**src/rtl/processing_writeback.sv**
```systemverilog
// Writeback stage: tracks issued ALU ops through a tag pipeline, captures their
// results into an in-order queue, and drains the queue into the register file.
module processing_writeback #(
  parameter int CORES      = 32,
  parameter int BITS       = 16,
  parameter int ADDR_WIDTH = 8,
  parameter int ALU_LAT    = 2,
  parameter int DEPTH      = 4
) (
  input  logic                    clock,
  input  logic                    reset_n,
  input  logic                    issue_valid,
  output logic                    issue_ready,
  input  logic [ADDR_WIDTH-1:0]   issue_dest,
  input  logic [CORES*BITS-1:0]   alu_out,
  input  logic                    ext_write,
  output logic                    wb_write,
  output logic [ADDR_WIDTH-1:0]   wb_addr,
  output logic [CORES*BITS-1:0]   wb_data,
  output logic                    busy,
  output logic                    overflow
);

  localparam int DW = CORES * BITS;
  localparam int PW = (DEPTH > 1) ? $clog2(DEPTH) : 1;
  localparam int CW = $clog2(DEPTH + 1);
  localparam int IW = $clog2(ALU_LAT + 1);
  localparam int SW = ((CW > IW) ? CW : IW) + 1;

  logic [ALU_LAT-1:0]    r_tag_vld;
  logic [ADDR_WIDTH-1:0] r_tag_dest [ALU_LAT];
  logic [ADDR_WIDTH-1:0] r_q_dest   [DEPTH];
  logic [DW-1:0]         r_q_data   [DEPTH];
  logic [PW-1:0]         r_wr_ptr;
  logic [PW-1:0]         r_rd_ptr;
  logic [CW-1:0]         r_count;
  logic                  r_overflow;

  logic [IW-1:0] w_inflight;
  logic          w_accept;
  logic          w_push;
  logic          w_pop;
  logic          w_full;
  logic          w_store;

  function automatic logic [PW-1:0] next_ptr(input logic [PW-1:0] p);
    if (p == PW'(DEPTH - 1)) return '0;
    return p + 1'b1;
  endfunction

  always_comb begin
    w_inflight = '0;
    for (int i = 0; i < ALU_LAT; i++) begin
      w_inflight = w_inflight + IW'(r_tag_vld[i]);
    end
  end

  // Readiness reserves a queue slot for every op still in the tag pipeline.
  assign issue_ready = (SW'(r_count) + SW'(w_inflight)) < SW'(DEPTH);
  assign w_accept    = issue_valid && issue_ready;
  assign w_push      = r_tag_vld[ALU_LAT-1];
  assign w_pop       = wb_write;
  assign w_full      = (r_count == CW'(DEPTH));
  assign w_store     = w_push && (!w_full || w_pop);

  assign wb_write = (r_count != '0) && !ext_write;
  assign wb_addr  = r_q_dest[r_rd_ptr];
  assign wb_data  = r_q_data[r_rd_ptr];
  assign busy     = (w_inflight != '0) || (r_count != '0);
  assign overflow = r_overflow;

  // Tag pipeline: valid bits are reset, destinations are qualified by them.
  always_ff @(posedge clock or negedge reset_n) begin
    if (!reset_n) begin
      r_tag_vld <= '0;
    end else begin
      r_tag_vld[0] <= w_accept;
      for (int i = 1; i < ALU_LAT; i++) begin
        r_tag_vld[i] <= r_tag_vld[i-1];
      end
    end
  end

  always_ff @(posedge clock) begin
    r_tag_dest[0] <= issue_dest;
    for (int i = 1; i < ALU_LAT; i++) begin
      r_tag_dest[i] <= r_tag_dest[i-1];
    end
  end

  always_ff @(posedge clock) begin
    if (w_store) begin
      r_q_dest[r_wr_ptr] <= r_tag_dest[ALU_LAT-1];
      r_q_data[r_wr_ptr] <= alu_out;
    end
  end

  // Queue control; a capture into a full queue with no pop is dropped.
  always_ff @(posedge clock or negedge reset_n) begin
    if (!reset_n) begin
      r_wr_ptr   <= '0;
      r_rd_ptr   <= '0;
      r_count    <= '0;
      r_overflow <= 1'b0;
    end else begin
      if (w_store) r_wr_ptr <= next_ptr(r_wr_ptr);
      if (w_pop)   r_rd_ptr <= next_ptr(r_rd_ptr);
      case ({w_store, w_pop})
        2'b10:   r_count <= r_count + 1'b1;
        2'b01:   r_count <= r_count - 1'b1;
        default: r_count <= r_count;
      endcase
      r_overflow <= r_overflow || (w_push && !w_store);
    end
  end

endmodule
```
**config.mk**
```make
export PLATFORM = sky130hd
export DESIGN_NAME = processing_writeback
export DESIGN_NICKNAME = d
export VERILOG_FILES = /design/src/rtl/processing_writeback.sv
export SDC_FILE = /design/constraint.sdc
export NUM_CORES = 1
export LEC_CHECK = 0
export ABC_AREA = 1
export BUFFER_PORTS_ARGS = -buffer_cell sky130_fd_sc_hd__buf_4
export CORE_AREA = 5 5 410 412
export CTS_BUF_LIST = sky130_fd_sc_hd__clkbuf_4 sky130_fd_sc_hd__clkbuf_8 sky130_fd_sc_hd__clkbuf_16
export DETAILED_ROUTE_END_ITERATION = 6
export DIE_AREA = 0 0 415 417
export PLACE_DENSITY = 0.64
export SYNTH_ARGS = -nofsm -noshare
export SYNTH_HDL_FRONTEND = slang
export SYNTH_SLANG_ARGS = --single-unit
```
**constraint.sdc**
```tcl
create_clock -name clock -period 28.5 [get_ports clock]
set_clock_uncertainty 0.1 [all_clocks]
set_input_delay 2.85 -clock clock [delete_from_list [all_inputs] [get_ports clock]]
set_output_delay 2.85 -clock clock [all_outputs]
set_load 0.02 [all_outputs]
```
# [Word level (Yosys, flattened, before mapping)]
# Memory sizes are Yosys's and may differ from the RTL's.
# Cells that the tools add are included.
# W data, S select, Z words.
[word_totals] register_bits=10 mem_bits_rw=2096 output_inout_bits=524 word_cells=44 memories=3
[mem_list] memory="r_q_data" words=4 width=512 read_ports=1 rd_ports_with_merged_regs=0 wr=1 line="33" rtl="logic [DW-1:0] r_q_data [DEPTH];"
[mem_list] memory="r_q_dest" words=4 width=8 read_ports=1 rd_ports_with_merged_regs=0 wr=1 line="32" rtl="logic [ADDR_WIDTH-1:0] r_q_dest [DEPTH];"
[mem_list] memory="r_tag_dest" words=2 width=8 read_ports=2 rd_ports_with_merged_regs=0 wr=2 line="31" rtl="logic [ADDR_WIDTH-1:0] r_tag_dest [ALU_LAT];"
[op_classes] n_addsub=6 n_lt_le_gt_ge=1 n_eq_ne=5 n_mux=11 n_reduce_logical=13
[ops] op="$mux W2" n=4
[ops] op="$eq A2 B2 Y1 const B" n=3
[ops] op="$mux W1" n=6
[ops] op="$pmux W3 S2" n=1
[ops] op="$add A2 B1 Y2 const B" n=2
[ops] op="$add A3 B2 Y4" n=1
[ops] op="$logic_and A1 B1 Y1" n=4
[ops] op="$lt A4 B3 Y1 const B" n=1
[ops] op="$reduce_bool A2 Y1" n=2
[ops] op="$add A3 B1 Y3 const B" n=1
[ops] op="$eq A3 B3 Y1 const B" n=1
[ops] op="$logic_not A1 Y1" n=3
[ops] op="$logic_or A1 B1 Y1" n=3
[ops] op="$reduce_bool A3 Y1" n=1
[ops] op="$sub A3 B1 Y3 const B" n=1
[ops] op="$add A1 B1 Y2" n=1
[ops] op="$eq A2 B1 Y1 const B" n=1

# [Logic depth before layout (Yosys ltp)]
[depth] depth_word=7 depth_mapped=9 mapped_depth_nobuf=9

# [Worst setup path before layout]
# No wires, ideal clock.
[synth_timing] path_type="in2reg" start="input ext_write" end="memory r_q_data[0][0] (netlist name), enable pin" arrival_time_ns=24.839 required_time_ns=26.983 path_slack_ns=2.145 path_stages=5 path_buffers=0 path_cell_list="nand2_1 inv_1 a21oi_1 inv_1 nor2_1"
[synth_between] elab_chain_cells=6
[synth_rtl] item="from (decl)" line="16" rtl="input logic ext_write,"
[synth_rtl] item="$logic_not A1 Y1" line="66" rtl="assign wb_write = (r_count != '0) && !ext_write;"
[synth_rtl] item="$logic_and A1 B1 Y1" line="66"
[synth_rtl] item="$logic_or A1 B1 Y1" line="64" rtl="assign w_store = w_push && (!w_full || w_pop);"
[synth_rtl] item="$logic_and A1 B1 Y1" line="64"
[synth_rtl] item="$mux W1" line="92" rtl="if (w_store) begin"
[synth_rtl] item="$mux W1 (not written as such)" line="94" rtl="r_q_data[r_wr_ptr] <= alu_out;"
[synth_rtl] item="to (decl)" line="33"
# Every way passes these cells.

# [Worst setup path after layout]
[layout_timing] start="register r_rd_ptr[0]" end="output wb_data[131]"
[layout_between] elab_chain_cells=1
[layout_rtl] item="from (decl)" line="35" rtl="logic [PW-1:0] r_rd_ptr;"
[layout_rtl] item="from (signal assigned)" line="107" rtl="if (w_pop) r_rd_ptr <= next_ptr(r_rd_ptr);"
[layout_rtl] item="$mem_v2 Z4 W512"
[layout_rtl] item="to (decl)" line="19" rtl="output logic [CORES*BITS-1:0] wb_data,"
# Every way passes these cells.

==> key figures <==
Finish
  – Final #Nets: 6,619
  – Area added between synthesis and finish: 20.9%
  – Post-route cell area: 93,900 µm²
  – Layout cell share with drive strength beyond 1: 0.230
  – Fillers: 12,900

CTS
  – Clock insertion delay at the later pin of the skew report: 820 ps
  – Clock transition at path regs: 60 ps
  – Total setup buffers inserted after CTS: 0
  – Cts hold-fix bufs: 0
  – CTS tree: built
  – H-tree depth: 4
  – Cells resized by post-CTS repair: 0
  – Num CTS Buffers: 207
  – CTS Sinks: 2,106
  – Deepest clock path buffer count: 3
  – Root Buffer: clkbuf_16

Synthesis
  – Main combinational cell family by area after synthesis: compound AO/OA/AOI/OAI gates
  – Synth Area in Compound Gates: 0.109
  – Synth cell types: 24
  – XOR/XNOR Fraction of Synth Area: 0.000113
  – Simple-Gate Fraction of Synth Area: 0.0519
  – Mapped Area: 77,600 µm²
  – Post-Synth Adder-Cell Area: 0.00155
  – Mean Syn Cell Area: 15.2 µm²
  – Mux contribution to synthesized area: 0
  – Yosys warnings: 0
  – Sequential element share of the synthesized area: 0.812
  – Mapped Nets: 5,654
  – Synth Instances: 5,121
  – Seq cells post-synth: 2,106

Detailed routing
  – Initial drt markers: 4,349
  – Pre-Repair DR Iteration Count: 7
  – DRC: 1
  – Routed wl met2: 104,000 µm
  – Number of nets with antenna violations after routing: 0
  – Via count: 47,300
  – Metal-1 WL: 81,200 µm
  – Top sig layer: met5
  – Routed WL: 210,000 µm
  – Routed len/inst: 24.8 µm
  – Post-DR vias/cell: 5.57
  – Met3 WL: 14,300 µm

Setup path
  – Worst Setup SP: r_rd_ptr[0]$_DFFE_PN0P_
  – Arrival time worst endpoint: 5120 ps
  – Critical Path RT: 25,550 ps
  – Startpoint Class: flop
  – Critical path class: reg -> out
  – Setup crit end kind: output port
  – Critical-path maximum fanout: 230
  – Reg-to-reg startpoint: r_count[2]$_DFFE_PN0P_

Timing
  – Tmin final: 8070 ps
  – Max Freq: 124 MHz
  – Final hold vios: 0
  – Worst hold slack: 225 ps
  – Period utilization: 0.283
  – Sum Neg Setup Slack: 0 ps
  – Max_slew headroom: -0.00428
  – Slew @ Worst Pin: 1510 ps
  – RSZ-0062 raised after global routing: no
  – Final Max Tran Viols: 15
  – Final setup fails: 0

Outcome
  – Status: complete, but fails checks
  – Violated checks: design-rule violations, max-slew violations

Floorplan
  – Die height: 417 µm
  – Starting Density: 0.473
  – Die Span X: 415 µm
  – Die ar.: 173,000 µm²
  – Placeable Area: 164,000 µm²
  – Rows: 149
  – Boundary Pins: 1,048

Placed design
  – PortBufs: 1,047
  – Area after DPL: 87,000 µm²
  – DP HPWL: 126,000 µm
  – GP Congestion: 0.827

GRT
  – Initial antenna violation count: 51
  – GRT Total Usage: 0.233
  – Vias in the first global route: 44,900
  – Grt ovf: 0
  – First-pass GRT wire length: 302,000 µm
  – Largest net degree at the start of global routing: 231

Job
  – Maximum capacitance violations: 0

Power
  – Psw: 0.00400 W
  – Int Power: 0.00667 W
  – Design Power: 0.0107 W
  – Flop pwr share: 0.372
  – Combinational power share: 0.375
  – Max IR drop VDD: 0.0887 mV
  – P_leak: 32.0 nW
  – Power per cell area: 114 nW/µm²
  – Sw Share: 0.375
  – Clock network fraction of total power: 0.252

Worst hold path
  – Hold Crit Start: r_tag_dest[0][3]$_DFF_P_
  – Worst Hold Class: reg -> reg
==> worst max-delay path: stages (launching register included) <==
cell	delay [ps]
dfrtp_4	880
buf_4	710
buf_4	830
buf_12	620
o21ai_0	270
o22ai_1	290
buf_4	220
==> power groups by stage <==
stage          clock (W)  combinational (W)  sequential, W
2_1_floorplan          0            0.00228        0.00439
3_3_place_gp           0            0.00400        0.00403
3_5_place_dp           0            0.00403        0.00404
4_1_cts          0.00275            0.00404        0.00397
5_1_grt          0.00288            0.00425        0.00400
6_report         0.00269            0.00400        0.00398
==> flip-flops by register name, indices dropped and copies added, names as in the netlist <==
signal / count
r_count: 3
r_rd_ptr: 2
r_wr_ptr: 2
overflow: 1
r_tag_dest: 16
r_q_data: 2048
r_q_dest: 32
r_tag_vld: 2
==> layout by cell type, fill, tap and decap left out, types with 3 or more instances in the layout <==
master / count
edfxtp_1: 2080
o21ai_1: 93
ha_1: 8
clkinv_1: 52
diode_2: 42
clkinvlp_4: 3
nor2_4: 4
o22ai_1: 520
clkinv_2: 30
nor2_1: 1044
nand2_1: 13
bufinv_16: 16
buf_4: 1092
o21ai_0: 952
dfrtp_1: 8
clkbuf_4: 56
buf_12: 10
clkbuf_8: 3
dfxtp_1: 16
clkbuf_16: 212
nand3_1: 9
inv_16: 5
inv_1: 20
==> per-stage QoR <==
step | setup slack, ps | instances | utilization
5_1_grt | 20160 | 8483 | 0.572
3_3_place_gp | 20790 | 8066 | 0.530
6_report | 20430 | 8491 | 0.572
3_5_place_dp | 20880 | 8066 | 0.530
2_1_floorplan | 2140 | 5121 | -
4_1_cts | 20460 | 8449 | 0.571
==> final timing paths <==
path,end,slack [ps],cells after the start
worst min register to register,r_tag_dest[0][11]$_DFF_P_,230,0
min in group asynchronous,r_tag_vld[1]$_DFF_PN0_,1770,1
worst max register to register,r_q_data[0][440]$_DFFE_PP_,23540,8
max in group asynchronous,r_rd_ptr[0]$_DFFE_PN0P_,26350,1
worst min-delay path,r_tag_dest[0][11]$_DFF_P_,230,0
worst max-delay path,wb_data[131],20430,6
==> layer usage <==
layer / GRT usage / vias to the layer above
li1: - / 21500
met3: 0.0577 / 403
met5: 0 / -
met2: 0.372 / 1619
met1: 0.294 / 23800
met4: 0.130 / 20
==> cells in the mapped netlist <==
cell type / n / share of area
xor2_1: 1 / 0.00011
nand3_1: 9 / 0.00058
o21ai_1: 93 / 0.0060
clkbuf_8: 2 / 0.00035
fa_1: 1 / 0.00026
o22ai_1: 520 / 0.042
clkbuf_2: 39 / 0.0025
edfxtp_1: 2080 / 0.80
buf_4: 44 / 0.0043
o21ai_0: 952 / 0.061
inv_1: 20 / 0.00097
inv_2: 1 / 0.000048
buf_12: 1 / 0.00026
buf_2: 80 / 0.0052
nand2_1: 13 / 0.00063
o21bai_1: 1 / 0.000097
a21oi_1: 1 / 0.000064
ha_1: 8 / 0.0013
nor2_1: 1048 / 0.051
dfxtp_1: 16 / 0.0041
inv_4: 1 / 0.000081
dfrtp_1: 10 / 0.0032
buf_6: 29 / 0.0042
clkbuf_1: 151 / 0.0073
==> cells by family (layout without fill, tap and decap cells) <==
logic type / after synthesis / after routing
AO/OA/AOI/OAI: 1567 / 1567
XOR/XNOR: 1 / 1
adder cells (fa/ha/maj): 9 / 9
buffers and inverters: 368 / 1507
flip-flops: 2106 / 2106
other: 0 / 42
AND/OR/NAND/NOR: 1070 / 1070
==> layout make-up <==
cell class	count	area, µm²	area share
Clock inverter	112	1020	0.0109
Inverter	22	106	0.00113
Tap cell	2189	2740	0.0292
Clock buffer	271	5770	0.0614
Sequential cell	2106	63000	0.672
Antenna cell	42	105	0.00112
Multi-Input combinational cell	2647	12700	0.135
Timing Repair Buffer	1102	8400	0.0895
Power figures use the tool's default switching activity.
